<file path="src/rtl/rhd_frame_packetizer.sv">
// Packs per-channel 16-bit RHD samples into MAGIC/timestamp-framed, batched
// AXI4-Stream packets behind a single output register.
module rhd_frame_packetizer #(
    parameter int unsigned NUM_CH = 32,
    parameter logic [63:0] MAGIC  = 64'hC691199927021942
) (
    input  logic        rhd_aclk,
    input  logic        rhd_aresetn,
    input  logic        enable,
    input  logic [7:0]  batch_size,
    input  logic [15:0] s_data,
    input  logic        s_first,
    input  logic        s_valid,
    output logic        s_ready,
    output logic [31:0] m_tdata,
    output logic        m_tvalid,
    output logic        m_tlast,
    input  logic        m_tready,
    output logic        busy,
    output logic        sync_err
);

    localparam int unsigned CW = (NUM_CH > 2) ? $clog2(NUM_CH) : 1;

    typedef enum logic [2:0] {
        IDLE,
        HDR0,
        HDR1,
        TSTAMP,
        DATA
    } state_e;

    state_e        state_q, state_d;
    logic [CW-1:0] ch_q, ch_d;
    logic [15:0]   hold_q, hold_d;
    logic [7:0]    frame_q, frame_d;
    logic [7:0]    batch_q, batch_d;
    logic [31:0]   ts_q, ts_d;
    logic [31:0]   tdata_q, tdata_d;
    logic          tvalid_q, tvalid_d;
    logic          tlast_q, tlast_d;
    logic          sync_q, sync_d;

    logic out_load;
    logic accept;
    logic last_ch;
    logic pkt_end;
    logic [7:0] batch_eff;

    assign out_load  = !tvalid_q || m_tready;
    assign s_ready   = (state_q == DATA) && (!ch_q[0] || out_load);
    assign accept    = s_valid && s_ready;
    assign last_ch   = (ch_q == CW'(NUM_CH - 1));
    assign pkt_end   = (frame_q == (batch_q - 8'd1)) || !enable;
    assign batch_eff = (batch_size == 8'd0) ? 8'd1 : batch_size;

    // Next-state and output-register update
    always_comb begin
        state_d  = state_q;
        ch_d     = ch_q;
        hold_d   = hold_q;
        frame_d  = frame_q;
        batch_d  = batch_q;
        ts_d     = ts_q;
        tdata_d  = tdata_q;
        tvalid_d = tvalid_q;
        tlast_d  = tlast_q;
        sync_d   = sync_q;

        if (tvalid_q && m_tready) begin
            tvalid_d = 1'b0;
        end

        case (state_q)
            IDLE: begin
                if (enable) begin
                    state_d = HDR0;
                    batch_d = batch_eff;
                    frame_d = 8'd0;
                    ts_d    = 32'd0;
                    sync_d  = 1'b0;
                    ch_d    = '0;
                end
            end
            HDR0: begin
                if (out_load) begin
                    tdata_d  = MAGIC[31:0];
                    tvalid_d = 1'b1;
                    tlast_d  = 1'b0;
                    state_d  = HDR1;
                end
            end
            HDR1: begin
                if (out_load) begin
                    tdata_d  = MAGIC[63:32];
                    tvalid_d = 1'b1;
                    tlast_d  = 1'b0;
                    state_d  = TSTAMP;
                end
            end
            TSTAMP: begin
                if (out_load) begin
                    tdata_d  = ts_q;
                    tvalid_d = 1'b1;
                    tlast_d  = 1'b0;
                    ch_d     = '0;
                    state_d  = DATA;
                end
            end
            DATA: begin
                if (accept) begin
                    // Framing check only flags; packing continues regardless
                    if (s_first != (ch_q == '0)) begin
                        sync_d = 1'b1;
                    end
                    if (!ch_q[0]) begin
                        hold_d = s_data;
                        ch_d   = ch_q + CW'(1);
                    end else begin
                        tdata_d  = {s_data, hold_q};
                        tvalid_d = 1'b1;
                        tlast_d  = last_ch && pkt_end;
                        if (last_ch) begin
                            ch_d = '0;
                            ts_d = ts_q + 32'd1;
                            if (pkt_end) begin
                                frame_d = 8'd0;
                                if (enable) begin
                                    state_d = HDR0;
                                    batch_d = batch_eff;
                                end else begin
                                    state_d = IDLE;
                                end
                            end else begin
                                frame_d = frame_q + 8'd1;
                                state_d = HDR0;
                            end
                        end else begin
                            ch_d = ch_q + CW'(1);
                        end
                    end
                end
            end
            default: state_d = IDLE;
        endcase
    end

    always_ff @(posedge rhd_aclk or negedge rhd_aresetn) begin
        if (!rhd_aresetn) begin
            state_q  <= IDLE;
            ch_q     <= '0;
            hold_q   <= 16'd0;
            frame_q  <= 8'd0;
            batch_q  <= 8'd1;
            ts_q     <= 32'd0;
            tdata_q  <= 32'd0;
            tvalid_q <= 1'b0;
            tlast_q  <= 1'b0;
            sync_q   <= 1'b0;
        end else begin
            state_q  <= state_d;
            ch_q     <= ch_d;
            hold_q   <= hold_d;
            frame_q  <= frame_d;
            batch_q  <= batch_d;
            ts_q     <= ts_d;
            tdata_q  <= tdata_d;
            tvalid_q <= tvalid_d;
            tlast_q  <= tlast_d;
            sync_q   <= sync_d;
        end
    end

    assign m_tdata  = tdata_q;
    assign m_tvalid = tvalid_q;
    assign m_tlast  = tlast_q;
    assign busy     = (state_q != IDLE);
    assign sync_err = sync_q;

endmodule

</file>
<file path="config.mk">
export PLATFORM = sky130hd
export DESIGN_NAME = rhd_frame_packetizer
export DESIGN_NICKNAME = d
export VERILOG_FILES = /design/src/rtl/rhd_frame_packetizer.sv
export SDC_FILE = /design/constraint.sdc
export NUM_CORES = 1
export LEC_CHECK = 0
export ABC_AREA = 1
export CAP_MARGIN = 15
export CORE_MARGIN = 8
export CORE_UTILIZATION = 55
export DETAILED_ROUTE_END_ITERATION = 8
export PLACE_DENSITY = 0.77
export SYNTH_ARGS = -nofsm -noshare
export SYNTH_HDL_FRONTEND = slang
export SYNTH_SLANG_ARGS = --single-unit
export TNS_END_PERCENT = 30
</file>
<file path="constraint.sdc">
create_clock -name rhd_aclk -period 3.7 [get_ports rhd_aclk]
set_input_delay 0.74 -clock rhd_aclk [delete_from_list [all_inputs] [get_ports rhd_aclk]]
set_output_delay 0.74 -clock rhd_aclk [all_outputs]
set_load 0.02 [all_outputs]
</file>
* Word-level counts from Yosys, hierarchy flattened
Cells that the tools add are included.
Word-level totals: bits of input ports 30, word-level logic and storage cells 112, flip-flop bits (word level) 107, output and inout port bits 37
Operators by class: bitwise gates (word level) 1, $add $sub $neg 4, multiplexer cells 53, reduce and logical (&&, ||, !) cells 27, eq/ne operators 17
Operators by type and width (count):
- 2-to-1 mux 32 bit | 9
- case mux 32 bit (4 select lines) | 1
- 2-to-1 mux 8 bit | 11
- case mux 32 bit (2 select lines) | 1
- adder 32 x 1 -> 32 bit, second input constant | 1
- case mux 8 bit (2 select lines) | 2
- 2-to-1 mux 5 bit | 5
- 2-to-1 mux 3 bit | 8
- != test 2 bit, second input constant | 8
- case mux 3 bit (5 select lines) | 1
- case mux 5 bit (3 select lines) | 1
- AND reduction 4 bit | 3
- 2-to-1 mux 1 bit | 11
- AND reduction 5 bit | 2
- adder 8 x 1 -> 8 bit, second input constant | 1
- == test 8 bit | 1
- logical NOT 8 bit | 1
- subtractor 8 x 1 -> 8 bit, second input constant | 1
- AND reduction 7 bit | 1
- == test 3 x 2 -> 1 bit, second input constant | 2
- case mux 1 bit (2 select lines) | 3
- AND reduction 6 bit | 1
- nonzero test 3 bit | 2
- adder 5 x 1 -> 5 bit, second input constant | 1
- other kinds (15) | 24

* Longest topological paths before layout
depth in word-level cells 8, mapped depth 14, depth with buffers taken out 14

* Worst setup path after synthesis
OpenSTA, ideal clock, no wires.
path kind reg-to-output, start register state_q[1], end output port s_ready, required time 2960 ps, path buffers 1, path slack 1712 ps, cell stages (with the launch flop) 5, arrival time 1248 ps, path through dfrtp_1 > nor2_1 > nand2_1 > clkbuf_1 > nor2_1
On the way: longest elaborated chain between the ends 2
Ends and longest elaborated chain:
- start: declaration | RTL line 33 | state_e state_q, state_d;
- start signal: assignment | RTL line 161 | state_q <= state_d;
- == test 3 bit | RTL line 51 | assign s_ready = (state_q == DATA) && (!ch_q[0] || out_load);
- logical AND 1 bit | RTL line 51
- end: declaration | RTL line 14 | output logic s_ready,
Every way passes these cells.

* Final worst setup path
start input port m_tready, end output port s_ready
On the way: longest elaborated chain between the ends 3
Ends and longest elaborated chain:
- start: declaration | RTL line 18 | input logic m_tready,
- logical OR 1 bit | RTL line 50 | assign out_load = !tvalid_q || m_tready;
- logical OR 1 bit | RTL line 51
- logical AND 1 bit | RTL line 51
Every way passes these cells.

==> metrics.md <==
| Metric | Value |
|---|---|
| Final number of max-transition violations | `0` |
| Min Clock Period, post-route | `approximately 2.9 ns` |
| Worst path arrival time | `approximately 2.1 ns` |
| First-pass GRT wire length | `approximately 28000 µm` |
| Worst setup path class | `input port to output pin` |
| RSZ-0062 raised after global routing | `no` |
| # DRC | `0` |
| Final Util | `roughly 65%` |
| Most frequent cells in the layout | `nand2_1, dfrtp_1, inv_1, nor2_1, clkdlybuf4s50_1` |
| H-tree levels | `3` |
| Power share of the sequential group | `between 30% and 40%` |
| Tightest Pin Transition | `around 0.86 ns` |
| Clock group share of total power | `18.4%` |
| Mean routed wirelength per cell | `approximately 17 µm` |
| Vias in the first global route | `5519` |
| Crit start category | `input port` |
| Switch Pwr | `1900 µW` |
| Net Sw Frac | `between 40% and 50%` |
| Die Ht | `approximately 120 µm` |
| Worst-skew pair later-pin latency | `0.39 ns` |
| Fillcell total | `between 900 and 1000` |
| Final setup violation count | `0` |
| Diodes inserted | `0` |
| Pin count of the biggest net entering global routing | `a little over 60` |
| Post-DP HPWL | `about 13000 µm` |
| CP endpoint kind | `output pin` |
| Final hold violation count | `0` |
| Cts hold-fix bufs | `0` |
| Final Skew | `0.00948 ns` |
| Maximum VDD drop | `between 500 and 600 µV` |
| Post-Synthesis Cell Area | `roughly 6000 µm²` |
| Post-CTS Setup Repair Bufs | `0` |
| Routability Congestion | `~0.94` |
| Status | `complete, no violations` |
| Die ar. | `roughly 15000 µm²` |
| CP required | `just under 3 ns` |
| Core Box Area | `10700 µm²` |
| Share of cells above drive strength 1 | `roughly 5.7%` |
| Synth cell types | `36` |
| Fin Hold WS | `0.420 ns` |
| DRT iter0 DRCs | `~600` |
| FF+latch area | `~2700 µm²` |
| Syn_nets | `between 800 and 900` |
| Synth Area per Inst | `between 7 and 8 µm²` |
| Reg-to-reg startpoint | `state_q[1]$_DFFE_PN0P_` |
| I/O Pins | `67` |
| Clock sink total | `107` |
| Setup tns final | `0 ns` |
| Most area-hungry cell type in the Yosys netlist | `dfrtp_1` |
| Post-DRT Antenna Nets | `0` |
| Crit-path cells | `clkdlybuf4s50_1 > inv_1 > nand2_1 > nor2_1 > nor2_1 > clkdlybuf4s50_1` |
| Most common cell after layout, fill and taps aside | `nand2_1` |
| Largest cells by area after synthesis | `dfrtp_1, nand2_1, inv_1` |
| Max incr delay on CP | `just over 0.6 ns` |
| Slowest CP cell | `clkdlybuf4s50_1` |
| CTS tree | `yes` |
| Multi-input logic area | `approximately 2800 µm²` |
| Port buffer count | `66` |
| Synth top area share | `44.1%` |
| Fin cells | `roughly 1000` |
| Post-synth EDFFs | `0` |
| Global route overflow | `0` |
| Sequential-to-total area share from yosys stat | `between 40% and 50%` |
| DRT Pass-1 Iters | `5` |
| Initial antenna violation count | `0` |
| Clock Tree Buf Depth | `2` |
| DIE WIDTH | `121 µm` |
| Slew Limit Headroom | `~43%` |
| Area grow syn2layout | `16.0%` |
| Nets | `slightly above 900` |
| Most frequently used flop master after synthesis | `dfrtp_1` |
| Num CTS Buffers | `9` |
| Share of flip-flops with an asynchronous set or reset | `100%` |
| Starting Density | `between 50 and 60%` |
| Vias after detailed routing | `a little under 6000` |
| Placed cell count | `1003` |
| All-Layer GR Usage | `approximately a quarter` |
| Worst-path clk slew | `around 0.10 ns` |
| Logic gate share of total power | `about 44%` |
| CP Max Fanout | `4` |
| Pwr/cell area | `about 630 nW/µm²` |
| Int Power | `about 2500 µW` |
| CTS resizes | `0` |
| Final wirelength | `17300 µm` |
| Fmax | `roughly 0.35 GHz` |
| Yosys warns | `0` |
| FP Rows | `38` |
| Number of max-cap violations | `0` |
| Period utilization | `between 70% and 80%` |
| LEAKAGE | `between 0.003 and 0.004 µW` |
| Vias per cell | `5.71` |
| Critical path origin | `m_tready` |
| Yosys reg bits | `107` |
| Worst hold path class | `input port to async pin` |
| Synth Instances | `816` |
| Root Buffer | `clkbuf_8` |
==> sequential cells by signal (all words and copies together) (netlist names) <==
name / count
m_tdata: 32
ts_q: 32
hold_q: 16
batch_q: 8
frame_q: 8
ch_q: 5
state_q: 3
m_tlast: 1
m_tvalid: 1
sync_err: 1
==> cell usage after synthesis (2+ instances only) <==
cell type  number
dfrtp_1       106
nor2_4          2
o21ai_0        53
nand4_1        30
ha_1            6
buf_6           3
inv_2           6
nand2_4         6
xnor2_1         5
buf_2           9
nor2_1         67
nor2_2          3
nand3_1        42
buf_4           3
a41oi_1         5
a31oi_1         2
clkbuf_1        7
inv_1          86
nand2_1       261
o21ai_1        24
buf_1           4
nand2_2         4
o22ai_1        14
a21oi_1        17
nor3_1         30
xor2_1         11
==> layer usage <==
metal  share of wire, %  vias up  global-route usage, %
met5                  0        -                      0
met4                1.3        0                   5.62
met3                6.1       20                   5.27
met2                 48      199                   39.1
met1                 45     2818                   33.0
li1                   -     2771                      -
==> power by group through the flow <==
stage	Clock, µW	Combinational [µW]	Sequential [µW]
final	810	1950	1650
after global routing	860	2140	1680
after CTS	821	1940	1650
after detailed placement	0	1940	1670
after global placement	0	1860	1660
after floorplan	0	1200	1770
==> critical path: cells and delay by family <==
family | cells | cell delay, ns
buffers and inverters | 3 | 1.09
AND/OR/NAND/NOR | 3 | 0.28
==> final timing paths <==
| check | end | slack [ns] | cells after the start |
|---|---|---|---|
| max | s_ready | 0.85 | 6 |
| min | frame_q[1]$_DFFE_PN0P_ | 0.42 | 1 |
| max reg2reg | m_tdata[7]$_DFFE_PN0P_ | 1.28 | 7 |
| min reg2reg | m_tdata[23]$_DFFE_PN0P_ | 0.49 | 2 |
| max in group asynchronous | ts_q[28]$_DFFE_PN0P_ | 2.40 | 2 |
| min in group rhd_aclk | m_tdata[23]$_DFFE_PN0P_ | 0.49 | 2 |
==> through the flow <==
stage	instance area (µm²)	setup slack [ns]	total power [µW]
final	6980	0.847	4400
after global routing	6980	0.772	4680
after CTS	6980	0.836	4410
after detailed placement	6760	0.740	3600
after global placement	6760	0.846	3520
after floorplan	6010	1.71	2970
==> final cells by class <==
type	instances	area share, %
clock buffer	11	2.03
clock inverter	4	1.08
multi-input combinational	590	40.8
timing repair buffer	73	10.2
tap	140	2.51
inverter	93	5.00
sequential	107	38.4
==> cell families (layout without fill, tap and decap cells) <==
group	count (synthesis)	after routing	share of synthesized area [%]
AO/OA/AOI/OAI	121	121	11.5
XOR/XNOR	16	16	2.33
adder cells (fa/ha/maj)	6	6	1.25
AND/OR/NAND/NOR	447	447	32.2
flip-flops	107	107	44.5
buffers and inverters	119	181	8.18
Power figures use the tool's default switching activity.
